`src/rtl/bcm_plane_shifter.sv`:
```
// bcm_plane_shifter
// Shifts one bit-plane of a HUB75-style panel row out to the panel, column by
// column, then latches it and signals the BCM timer to start the display
// period for that plane. The previous plane stays lit while the next shifts.
//
// Ports
//   clk            single clock, all logic on posedge
//   rst            asynchronous active-low reset
//   in_INIT        pulse: load plane 0 of the current row
//   in_NEXT_PLANE  pulse: load the next plane
//   in_PIXEL       pixel word for out_ADDR, valid one cycle after out_ADDR;
//                  channel k at [k*PLANES +: PLANES], k = R0,G0,B0,R1,G1,B1
//   out_ADDR       column read address
//   out_RGB0/1     panel data {B,G,R} for the upper / lower half
//   out_SCLK       panel shift clock
//   out_LATCH      panel latch strobe
//   out_OE_n       panel output enable, active-low
//   out_CONTINUE   pulse: plane latched, BCM may start timing
//   out_PLANE      plane being / last loaded
//   out_BUSY       transfer in progress (FETCH through CONT)
//   out_OVERRUN    sticky: a load request was ignored
module bcm_plane_shifter #(
  parameter int COLUMNS    = 64,
  parameter int PLANES     = 4,
  parameter int ADDR_WIDTH = 6
) (
  input  logic                  clk,
  input  logic                  rst,
  input  logic                  in_INIT,
  input  logic                  in_NEXT_PLANE,
  input  logic [6*PLANES-1:0]   in_PIXEL,
  output logic [ADDR_WIDTH-1:0] out_ADDR,
  output logic [2:0]            out_RGB0,
  output logic [2:0]            out_RGB1,
  output logic                  out_SCLK,
  output logic                  out_LATCH,
  output logic                  out_OE_n,
  output logic                  out_CONTINUE,
  output logic [2:0]            out_PLANE,
  output logic                  out_BUSY,
  output logic                  out_OVERRUN
);

  typedef enum logic [2:0] {
    S_IDLE     = 3'd0,
    S_FETCH    = 3'd1,
    S_SHIFT_LO = 3'd2,
    S_SHIFT_HI = 3'd3,
    S_LATCH    = 3'd4,
    S_CONT     = 3'd5,
    S_WAIT     = 3'd6
  } state_t;

  localparam logic [ADDR_WIDTH-1:0] LAST_COL   = ADDR_WIDTH'(COLUMNS - 1);
  localparam logic [2:0]            LAST_PLANE = 3'(PLANES - 1);

  state_t                  state_q, state_d;
  logic [2:0]              plane_q, plane_d;
  logic [ADDR_WIDTH-1:0]   col_q, col_d;
  logic [ADDR_WIDTH-1:0]   addr_q, addr_d;
  logic [2:0]              rgb0_q, rgb0_d;
  logic [2:0]              rgb1_q, rgb1_d;
  logic                    sclk_q, sclk_d;
  logic                    latch_q, latch_d;
  logic                    oe_n_q, oe_n_d;
  logic                    cont_q, cont_d;
  logic                    busy_q, busy_d;
  logic                    ovr_q, ovr_d;

  // Select bit [plane] of three consecutive channels starting at channel base.
  function automatic logic [2:0] pick_bits(input logic [6*PLANES-1:0] pix,
                                           input logic [2:0]          plane,
                                           input int                  base);
    logic [2:0]        r;
    logic [PLANES-1:0] ch;
    r = 3'b000;
    for (int i = 0; i < 3; i++) begin
      ch   = pix[(base + i)*PLANES +: PLANES];
      ch   = ch >> plane;
      r[i] = ch[0];
    end
    return r;
  endfunction

  // Next-state logic for the FSM, datapath and registered panel outputs.
  always_comb begin
    state_d = state_q;
    plane_d = plane_q;
    col_d   = col_q;
    addr_d  = addr_q;
    rgb0_d  = rgb0_q;
    rgb1_d  = rgb1_q;
    ovr_d   = ovr_q;

    case (state_q)
      S_IDLE, S_WAIT: begin
        if (in_INIT) begin
          plane_d = 3'd0;
          col_d   = '0;
          addr_d  = '0;
          state_d = S_FETCH;
        end else if (in_NEXT_PLANE) begin
          // Only a waiting block below the last plane can advance.
          if ((state_q == S_WAIT) && (plane_q < LAST_PLANE)) begin
            plane_d = plane_q + 3'd1;
            col_d   = '0;
            addr_d  = '0;
            state_d = S_FETCH;
          end else begin
            ovr_d = 1'b1;
          end
        end else begin
          state_d = state_q;
        end
      end
      S_FETCH: begin
        state_d = S_SHIFT_LO;
      end
      S_SHIFT_LO: begin
        rgb0_d = pick_bits(in_PIXEL, plane_q, 0);
        rgb1_d = pick_bits(in_PIXEL, plane_q, 3);
        // Prefetch the next column; the address never runs past the row.
        if (col_q != LAST_COL) begin
          addr_d = col_q + {{(ADDR_WIDTH-1){1'b0}}, 1'b1};
        end else begin
          addr_d = addr_q;
        end
        state_d = S_SHIFT_HI;
      end
      S_SHIFT_HI: begin
        if (col_q == LAST_COL) begin
          state_d = S_LATCH;
        end else begin
          col_d   = col_q + {{(ADDR_WIDTH-1){1'b0}}, 1'b1};
          state_d = S_SHIFT_LO;
        end
      end
      S_LATCH: begin
        state_d = S_CONT;
      end
      S_CONT: begin
        state_d = S_WAIT;
      end
      default: begin
        state_d = S_IDLE;
      end
    endcase

    // Any request arriving mid-transfer is dropped but remembered.
    if (busy_q && (in_INIT || in_NEXT_PLANE)) begin
      ovr_d = 1'b1;
    end else begin
      ovr_d = ovr_d;
    end

    // Outputs are registered alongside the state so they align with it.
    sclk_d  = (state_d == S_SHIFT_HI);
    latch_d = (state_d == S_LATCH);
    oe_n_d  = (state_d == S_LATCH) || (state_d == S_IDLE);
    cont_d  = (state_d == S_CONT);
    busy_d  = (state_d == S_FETCH) || (state_d == S_SHIFT_LO) ||
              (state_d == S_SHIFT_HI) || (state_d == S_LATCH) ||
              (state_d == S_CONT);
  end

  // State and output registers; reset blanks the panel and aborts any transfer.
  always_ff @(posedge clk or negedge rst) begin
    if (!rst) begin
      state_q <= S_IDLE;
      plane_q <= 3'd0;
      col_q   <= '0;
      addr_q  <= '0;
      rgb0_q  <= 3'b000;
      rgb1_q  <= 3'b000;
      sclk_q  <= 1'b0;
      latch_q <= 1'b0;
      oe_n_q  <= 1'b1;
      cont_q  <= 1'b0;
      busy_q  <= 1'b0;
      ovr_q   <= 1'b0;
    end else begin
      state_q <= state_d;
      plane_q <= plane_d;
      col_q   <= col_d;
      addr_q  <= addr_d;
      rgb0_q  <= rgb0_d;
      rgb1_q  <= rgb1_d;
      sclk_q  <= sclk_d;
      latch_q <= latch_d;
      oe_n_q  <= oe_n_d;
      cont_q  <= cont_d;
      busy_q  <= busy_d;
      ovr_q   <= ovr_d;
    end
  end

  assign out_ADDR     = addr_q;
  assign out_RGB0     = rgb0_q;
  assign out_RGB1     = rgb1_q;
  assign out_SCLK     = sclk_q;
  assign out_LATCH    = latch_q;
  assign out_OE_n     = oe_n_q;
  assign out_CONTINUE = cont_q;
  assign out_PLANE    = plane_q;
  assign out_BUSY     = busy_q;
  assign out_OVERRUN  = ovr_q;

endmodule

```
`config.mk`:
```
export PLATFORM = sky130hd
export DESIGN_NAME = bcm_plane_shifter
export DESIGN_NICKNAME = d
export VERILOG_FILES = /design/src/rtl/bcm_plane_shifter.sv
export SDC_FILE = /design/constraint.sdc
export NUM_CORES = 1
export LEC_CHECK = 0
export BUFFER_PORTS_ARGS = -buffer_cell sky130_fd_sc_hd__buf_4
export CORE_MARGIN = 2
export CORE_UTILIZATION = 55
export DETAILED_ROUTE_END_ITERATION = 7
export PLACE_DENSITY = 0.95
export RECOVER_POWER = 25
export SYNTH_ARGS = -nofsm -noshare
export SYNTH_HDL_FRONTEND = slang
export SYNTH_SLANG_ARGS = --single-unit
```
`constraint.sdc`:
```
create_clock -name clk -period 5 [get_ports clk]
set_clock_uncertainty 0.15 [all_clocks]
set_input_delay 1 -clock clk [delete_from_list [all_inputs] [get_ports clk]]
set_output_delay 1 -clock clk [all_outputs]
set_load 0.02 [all_outputs]
```
# Word-level counts from Yosys, hierarchy flattened
# Cells that the tools add are included.
[classes]
n_addsub = 2
order_cmp = 1
n_eq_ne = 19
n_shift = 6
muxes = 20
reduce_logical = 21
[op_table]
columns = ["cell", "count"]
rows = [
  ["$mux 6", 5],
  ["$pmux 6 s2", 2],
  ["$shr 4x3->1", 6],
  ["$mux 3", 7],
  ["$pmux 3 s6", 1],
  ["$eq 3x3->1 const B", 5],
  ["$eq 3x2->1 const B", 4],
  ["$reduce_and 4->1", 3],
  ["$reduce_bool 2->1", 6],
  ["$add 6x1->6 const B", 1],
  ["$eq 3x1->1 const B", 2],
  ["$eq 6x6->1 const B", 1],
  ["$logic_not 3->1", 2],
  ["$logic_or 1x1->1", 6],
  ["$ne 3x3->1 const B", 2],
  ["$ne 6x6->1 const B", 1],
  ["$mux 1", 5],
  ["$ne 2x1->1 const B", 2],
  ["$ne 2x2->1 const B", 2],
  ["$add 3x1->3 const B", 1],
  ["$lt 3x2->1 const B", 1],
  ["$reduce_and 3->1", 1],
  ["$logic_and 1x1->1", 2],
  ["$reduce_or 2->1", 1],
]
[totals]
regBits = 30
inputBits = 28
output_inout_bits = 21
word_cells = 81

# Longest topological paths before layout
# Gate-level depths: netlist of run 1.
[logic_depth]
ltp_word = 11
ltp_mapped = 6
ltp_nobuf = 6

# Worst setup path before layout of run 1
# OpenSTA, ideal clock, no wires.
[synth_path]
kind = "input port to flip-flop"
start = "input in_INIT"
end = "register addr_q[0], in the netlist out_ADDR[0]"
setup_time_ns = 0.125
arrival_time_ns = 2.091
required_ns = 4.725
setup_slack_ns = 2.634
stages = 4
n_path_buf = 1
cell_sequence = "clkbuf_1 -> a31oi_2 -> a221oi_4 -> mux2_4"
[synth_via]
elab_chain_len = 2
word_cells_on_any_way = 5
classes_between = "eq/ne: 2; mux: 2; reduce/logical: 1"
[synth_lines]
columns = ["item", "line_no", "text"]
rows = [
  ["start, declared", "29", "input logic in_INIT,"],
  ["$ne 3x3->1 (no source line) or $mux 6 (tied branches)", "n/a", ""],
  ["$reduce_and 4->1 (no source line) or $pmux 6 s2 (tied branches)", "n/a", ""],
  ["end signal, assigned", "185", "addr_q <= addr_d;"],
  ["end, declared", "60", "logic [ADDR_WIDTH-1:0] addr_q, addr_d;"],
]
# Several ways; a longest one is shown, not always the timed one.
# A chain may end at the register's enable or synchronous reset.

# Worst setup path in the final report of run 1
[layout_path]
start = "register plane_q[0], in the netlist out_PLANE[0]"
end = "output out_PLANE[0]"
[layout_rtl]
columns = ["item", "line_no", "text"]
rows = [
  ["start, declared", "58", "logic [2:0] plane_q, plane_d;"],
  ["start signal, assigned", "183", "plane_q <= plane_d;"],
  ["end, declared", "39", "output logic [2:0] out_PLANE,"],
]
# No word-level cell between the ends.

==> impl_metrics.toml, run 1 <==
[grt]
number_of_antenna_violations_at_the_first_check_in_global_routing = 0
grt.overflow.total = 0
grt_start_max_net_pins = 31
first_global_vias = 1394
groute.usage.overall = 0.244
grt_first_pass_wirelength_um = 6350

[floorplanning]
std_cell_rows = 20
die_height_um = 59.5
start_util = 0.565
die_x_um = 59.5
design.die.area_um2 = 3540
placeableCoreArea_um2 = 3000
pin_count = 49

[status]
run_status = "finished with violations"
failed_checks = "max-capacitance violations, max-slew violations"

[clock_tree]
post-cts-setup-buffers = 0
numCtsBuffers = 5
htreeDepth = 2
tritoncts_num_sinks = 30
clock_root_cell = "sky130_fd_sc_hd__clkbuf_4"
worst_skew_pair.late_latency_ns = 0.33
cts-resized-gates = 0
path_clk_slew_ns = 0.10
clockBufferDepth = 2
post_cts_hold_buffer_count = 0
cts_tree = "done"

[routing]
detailedRoute.firstIterationViolations = 83
detail_route.drc_violations = 0
antenna_violating_nets_post_route = 0
drtPass1Iterations = 4
route.detailed.wl_per_inst_um = 17.3
via_count = 1431
totalWireLength_um = 3970
vias_per_cell = 6.22

[critical_path]
r2r_start = "col_q[0]$_DFFE_PN0P_"
timing.critical_path.cells = "buf_4"
worst-endpoint-arrival_ns = 1.26
r2r_setup_slack_ns = 2.83
start_kind = "register"
worst-endpoint-required_ns = 3.85
critPathBufInv = 1
slowest_stage = "sky130_fd_sc_hd__dfrtp_1"
cp_endpoint_kind = "output port"
path_class = "reg2out"
regToRegEndpoint = "out_ADDR[3]$_DFFE_PN0P_"
worst_r2r_path_depth = 5
gate_family_responsible_for_the_most_delay_along_the_worst_path = "flip-flops"
critical_path_max_stage_delay_ns = 0.69
critical_path.max_fanout = 11

[synthesis]
synth_top_flop_cell = "sky130_fd_sc_hd__dfrtp_1"
netlist.top_cell.by_area = "sky130_fd_sc_hd__dfrtp_1"
avgSynthCellArea_um2 = 11.2
yosys.area.top_type_share = 0.428
postSynthRegisterBits = 30
asyncSetResetFlopFracSynth = 1.00
ys.warnings.count = 0
synth_cell_type_count = 50
synth-edff-count = 0
post_synth_instance_area_um2 = 1700
synthesis.nets = 183
synthesis.instances = 152
synth_top_cells_by_area = "sky130_fd_sc_hd__dfrtp_1, sky130_fd_sc_hd__mux4_2, sky130_fd_sc_hd__a22o_1, sky130_fd_sc_hd__mux2_4, sky130_fd_sc_hd__ha_1"
synth_sequential_area_ratio = 0.444

[power]
power_density_nw_per_um2 = 559
total_power_mw = 1.18
leakage_nw = 0.977
power.ir.vdd_worst_v = 0.000277

[sta]
report.final.slew_viol_count = 31
final.period_utilization = 0.482
finalHoldViolCount = 0
setup_tns_ns = 0
maxClockFrequency_ghz = 0.415
grt_setup_unrepaired = "false"
worst_slew_margin_relative_to_its_limit = -0.0463
worst_slew_pin_slew_ns = 1.57
setup_violating_endpoint_count_in_the_final_report = 0
min_period_ns = 2.41

[cells_and_area]
final_core_area_utilization = 0.704
n_fill_cell = 220
synthToLayoutAreaGrowth_pct = 24.7
final_layout_size_suffix_gt1_frac = 0.371
antennaDiodeCount = 0
fin_nets = 227

[worst_hold_path]
hold-path-cell-count = 1
hold_path_end = "out_OVERRUN$_DFFE_PN0P_"
hold_class = "reg2reg"
hold_path_startpoint = "out_OVERRUN$_DFFE_PN0P_"

[run]
drv.max_cap_violation_count = 1

[place]
dpl.hpwl_um = 2940
globalplace.congestion = 0.822
io_port_bufs = 48
flip-flops by register name, indices dropped and copies added, names as in the netlist:
signal	flops
col_q	6
out_ADDR	6
out_BUSY	1
out_CONTINUE	1
out_LATCH	1
out_OE_n	1
out_OVERRUN	1
out_PLANE	3
out_RGB0	3
out_RGB1	3
out_SCLK	1
state_q	3
how the worst max path moves through the flow:
stage	startpoint	end	slack [ns]	cells past startpoint
2_1_floorplan	in_INIT	out_ADDR[0]$_DFFE_PN0P_	2.63	4
6_report	out_PLANE[0]$_DFFE_PN0P_	out_PLANE[0]	2.59	1
3_5_place_dp	in_INIT	out_ADDR[3]$_DFFE_PN0P_	2.71	4
4_1_cts	out_PLANE[0]$_DFFE_PN0P_	out_PLANE[0]	2.56	1
3_3_place_gp	in_NEXT_PLANE	out_ADDR[1]$_DFFE_PN0P_	2.73	4
5_1_grt	out_PLANE[0]$_DFFE_PN0P_	out_PLANE[0]	2.47	1
cell usage after synthesis, types with 2 or more instances:
library cell and count:
sky130_fd_sc_hd__and3_1 4, sky130_fd_sc_hd__and2_1 3, sky130_fd_sc_hd__mux2_4 3, sky130_fd_sc_hd__mux4_2 6, sky130_fd_sc_hd__buf_2 5, sky130_fd_sc_hd__a22o_1 7, sky130_fd_sc_hd__nand2b_1 2, sky130_fd_sc_hd__o22ai_1 4
sky130_fd_sc_hd__clkbuf_1 3, sky130_fd_sc_hd__a311oi_1 2, sky130_fd_sc_hd__a211oi_1 2, sky130_fd_sc_hd__dfrtp_1 29, sky130_fd_sc_hd__o21ai_0 6, sky130_fd_sc_hd__a21o_1 3, sky130_fd_sc_hd__xnor2_1 3, sky130_fd_sc_hd__inv_1 6
sky130_fd_sc_hd__ha_1 3, sky130_fd_sc_hd__nand3_1 4, sky130_fd_sc_hd__a21oi_1 6, sky130_fd_sc_hd__a31oi_1 2, sky130_fd_sc_hd__mux2i_1 2, sky130_fd_sc_hd__nor2_1 9, sky130_fd_sc_hd__or3_1 2, sky130_fd_sc_hd__nand3b_1 2
sky130_fd_sc_hd__o2bb2ai_1 2, sky130_fd_sc_hd__nand2_1 5, sky130_fd_sc_hd__buf_4 2, sky130_fd_sc_hd__nor3_1 3
power by group:
| part | internal [mW] | switching (mW) | leakage, nW |
|---|---|---|---|
| Combinational | 0.274 | 0.282 | 0.549 |
| Sequential | 0.321 | 0.117 | 0.383 |
| Clock | 0.104 | 0.0860 | 0.0450 |
| Total | 0.698 | 0.485 | 0.977 |
per-stage QoR:
step / worst slack, ns / instances / hold WS (ns) / instance area (um2)
floorplan: 2.63 / 152 / 0.330 / 1700
global placement: 2.73 / 222 / 0.303 / 2040
detailed placement: 2.71 / 222 / 0.304 / 2040
CTS: 2.56 / 230 / 0.331 / 2120
global route: 2.47 / 230 / 0.350 / 2110
finish: 2.59 / 230 / 0.325 / 2110
metal layers:
metal	vias up	wire length, um	track usage
li1	654	-	-
met1	674	1550	0.304
met2	84	1860	0.386
met3	19	425	0.0742
met4	0	131	0.121
met5	-	0	0
layout make-up:
cell class                      count  area, um2  share of cell area
Sequential cell                    30        752               0.356
Inverter                            6       22.5              0.0107
Clock inverter                      3       40.0              0.0189
Multi-Input combinational cell    105        865               0.409
Timing Repair Buffer               48        357               0.169
Clock buffer                        5       37.5              0.0178
Tap cell                           33       41.3              0.0195
placed cells by master, fill, tap and decap left out, types with 2 or more instances in the layout:
master and instances:
sky130_fd_sc_hd__a211oi_1 2, sky130_fd_sc_hd__a21o_1 3, sky130_fd_sc_hd__a21oi_1 6, sky130_fd_sc_hd__a22o_1 7, sky130_fd_sc_hd__a311oi_1 2, sky130_fd_sc_hd__a31oi_1 2, sky130_fd_sc_hd__and2_1 3, sky130_fd_sc_hd__and3_1 4
sky130_fd_sc_hd__buf_4 47, sky130_fd_sc_hd__clkbuf_4 5, sky130_fd_sc_hd__clkinv_2 2, sky130_fd_sc_hd__dfrtp_1 29, sky130_fd_sc_hd__ha_1 3, sky130_fd_sc_hd__inv_1 6, sky130_fd_sc_hd__mux2_4 3, sky130_fd_sc_hd__mux2i_1 2
sky130_fd_sc_hd__mux4_2 6, sky130_fd_sc_hd__nand2_1 5, sky130_fd_sc_hd__nand2b_1 2, sky130_fd_sc_hd__nand3_1 4, sky130_fd_sc_hd__nand3b_1 2, sky130_fd_sc_hd__nor2_1 9, sky130_fd_sc_hd__nor3_1 3, sky130_fd_sc_hd__o21ai_0 6
sky130_fd_sc_hd__o22ai_1 4, sky130_fd_sc_hd__o2bb2ai_1 2, sky130_fd_sc_hd__or3_1 2, sky130_fd_sc_hd__xnor2_1 3
logic make-up (layout without fill, tap and decap cells):
logic type                 Yosys count  in the layout  share of synthesized area
AOI/OAI and AO/OA                   44             44                      0.201
and+or+nand+nor                     41             41                      0.131
DFF                                 30             30                      0.444
buffers and inverters               17             62                     0.0465
muxes                               12             12                      0.125
xor gates and xnor gates             5              5                     0.0303
adders and majority gates            3              3                     0.0221
worst register-to-register path: cells and delay by family (launching register included):
| family | cells | cell delay (ns) |
|---|---|---|
| AOI/OAI and AO/OA | 1 | 0.46 |
| adders and majority gates | 1 | 0.27 |
| DFF | 1 | 0.44 |
| muxes | 1 | 0.34 |
| and+or+nand+nor | 2 | 0.41 |
Note: power is estimated with default switching activity, not from simulation.
==> inputs of run 2 (changes only) <==
--- a/config.mk
+++ b/config.mk
@@ -7,9 +7,9 @@
 export LEC_CHECK = 0
 export BUFFER_PORTS_ARGS = -buffer_cell sky130_fd_sc_hd__buf_4
 export CORE_MARGIN = 2
-export CORE_UTILIZATION = 55
+export CORE_UTILIZATION = 46
 export DETAILED_ROUTE_END_ITERATION = 7
-export PLACE_DENSITY = 0.95
+export PLACE_DENSITY = 0.86
 export RECOVER_POWER = 25
 export SYNTH_ARGS = -nofsm -noshare
 export SYNTH_HDL_FRONTEND = slang
==> constraint.sdc (replaced) <==
create_clock -name clk -period 2 [get_ports clk]
set_clock_uncertainty 0.15 [all_clocks]
set_input_delay 0.4 -clock clk [delete_from_list [all_inputs] [get_ports clk]]
set_output_delay 0.4 -clock clk [all_outputs]
set_load 0.02 [all_outputs]
==> run 2 against run 1 <==
  * The flow now finishes without violations
  * Non-clock buffer count increased by 16
  * Sequential power increased by 120%
  * Count of clock-buffer cells in the layout stayed put
  * Critical path depth increased by 5
  * First-iteration DRC count fell by 48%
  * Clock power increased to 3.1 times the previous value
  * Routed wire length decreased by 3.9%
  * Final area grew 9.1%
  * Core utilization decreased by 6.5 points
  * Flip-flop and latch count did not move
==> impl_metrics.toml, run 2 (synthesis gave the netlist of run 1 again) <==
[grt]
gr-max-usage-layer = "met2"
first_global_vias = 1371
grt_start_max_net_pins = 31
groute.usage.overall = 0.205
grt_use_met1 = 0.277
grt_first_pass_wirelength_um = 6510
grtUsageMet3 = 0.0503
number_of_antenna_violations_at_the_first_check_in_global_routing = 0
globalRouteMet2Util = 0.317
grt.overflow.total = 0

[clock_tree]
worst_skew_pair.late_latency_ns = 0.28
htreeDepth = 2
clock_root_cell = "sky130_fd_sc_hd__clkbuf_8"
clockBufferDepth = 2
numCtsBuffers = 5
tritoncts_num_sinks = 30
path_clk_slew_ns = 0.07
cts_tree = "done"

[sta]
finalHoldViolCount = 0
setup_slack_ns = 0.0936
grt_setup_unrepaired = "false"
setup_tns_ns = 0
worst_slew_margin_relative_to_its_limit = 0.515
setup_violating_endpoint_count_in_the_final_report = 0
min_period_ns = 1.91
final.period_utilization = 0.953
worst_slew_pin_slew_ns = 0.728
maxClockFrequency_ghz = 0.525
report.final.slew_viol_count = 0

[cells_and_area]
leading_cell_types_in_the_layout_fill_and_taps_excluded = "sky130_fd_sc_hd__buf_4, sky130_fd_sc_hd__dfrtp_1, sky130_fd_sc_hd__nor2_1"
antennaDiodeCount = 0
finalInstanceArea_um2 = 2310
final_common_cell = "sky130_fd_sc_hd__buf_4"
fin_nets = 243
synthToLayoutAreaGrowth_pct = 36.0
multiInputGateArea_um2 = 867
n_fill_cell = 303
final_layout_size_suffix_gt1_frac = 0.432
layout.area.seq_um2 = 754

[critical_path]
gate_family_responsible_for_the_most_delay_along_the_worst_path = "flip-flops"
critical_path_max_stage_delay_ns = 0.39
worst-endpoint-arrival_ns = 1.93
critical_path.max_fanout = 4
cp_endpoint_kind = "register"
slowest_stage = "sky130_fd_sc_hd__dfrtp_1"
path_class = "reg2reg"
worst-endpoint-required_ns = 2.02
critPathBufInv = 1
timing.critical_path.cells = "ha_2, and3_1, and2_4, a221oi_4, buf_4, mux2_4"
start_kind = "register"

[place]
globalplace.congestion = 0.793
io_port_bufs = 48
dpl_cell_area_um2 = 2180
dpl_worst_slack_ns = 0.0532
dpl.hpwl_um = 2850

[power]
internal_power_mw = 2.05
total_power_mw = 3.30
share_seq_of_total_power = 0.291
leakage_nw = 1.07
power.ir.vdd_worst_v = 0.000646
power.share.switching = 0.379
pwr-share-clk = 0.181
power.combinational.fraction = 0.529
power_density_nw_per_um2 = 1430
power.switching_mw = 1.25

[floorplanning]
placeableCoreArea_um2 = 3610
start_util = 0.470
die_height_um = 64.7
die_x_um = 64.7
pin_count = 49
design.die.area_um2 = 4190
std_cell_rows = 22

[worst_hold_path]
hold_class = "in2reg"

[routing]
via_count = 1429
vias_per_cell = 5.48
route.detailed.wl_per_inst_um = 14.6
antenna_violating_nets_post_route = 0
detail_route.drc_violations = 0
detailedRoute.firstIterationViolations = 43
totalWireLength_um = 3820
drtPass1Iterations = 4

[run]
drv.max_cap_violation_count = 0

[status]
run_status = "completed"
==> run 2: cell count changes in the layout (fill, tap and decap cells not counted), sizes merged <==
cell	change
buf	+15
dlygate4sd3	+1
==> run 2: area by class of cell <==
class / instances / area share
Clock inverter: 3 / 0.0174
Tap cell: 48 / 0.0260
Inverter: 6 / 0.00977
Sequential cell: 30 / 0.327
Clock buffer: 5 / 0.0298
Multi-Input combinational cell: 105 / 0.376
Timing Repair Buffer: 64 / 0.214
==> run 2: what timing repair did <==
item	4_1_cts	5_1_grt
buffers inserted	0	1
hold buffers	1	0
hold endpoints to repair	29	0
resized for setup	0	2
endpoints found under the setup margin	0	7
==> run 2: power by group through the flow <==
stage          clock network, mW  registers, mW  logic [mW]
2_1_floorplan                  0           1.10       0.966
3_3_place_gp                   0          0.954        1.69
3_5_place_dp                   0          0.963        1.72
4_1_cts                    0.608          0.955        1.73
5_1_grt                    0.638          0.985        1.90
6_report                   0.596          0.958        1.74
==> run 2: per-layer routing <==
| metal | vias up | routed length, um |
|---|---|---|
| li1 | 686 | - |
| met2 | 38 | 1790 |
| met1 | 696 | 1760 |
| met3 | 9 | 199 |
| met4 | 0 | 71 |
| met5 | - | 0 |
==> run 2: per-stage QoR <==
stage / util / cells / hold slack, ns
4_1_cts: 0.637 / 260 / 0.232
5_1_grt: 0.639 / 261 / 0.248
2_1_floorplan: - / 152 / -0.0456
6_report: 0.639 / 261 / 0.234
3_5_place_dp: 0.604 / 251 / 0.194
3_3_place_gp: 0.604 / 251 / 0.191
==> run 2: path summary, 6_finish.rpt <==
| path | start | end | slack, ns | cells after the start |
|---|---|---|---|---|
| min | in_INIT | out_PLANE[2]$_DFFE_PN0P_ | 0.23 | 2 |
| min reg2reg | out_OVERRUN$_DFFE_PN0P_ | out_OVERRUN$_DFFE_PN0P_ | 0.32 | 1 |
| max reg2reg | col_q[1]$_DFFE_PN0P_ | out_ADDR[0]$_DFFE_PN0P_ | 0.09 | 6 |
| max | col_q[1]$_DFFE_PN0P_ | out_ADDR[0]$_DFFE_PN0P_ | 0.09 | 6 |
| max in group asynchronous | rst | state_q[2]$_DFF_PN0_ | 0.64 | 2 |
| min in group asynchronous | rst | col_q[1]$_DFFE_PN0P_ | 0.56 | 2 |
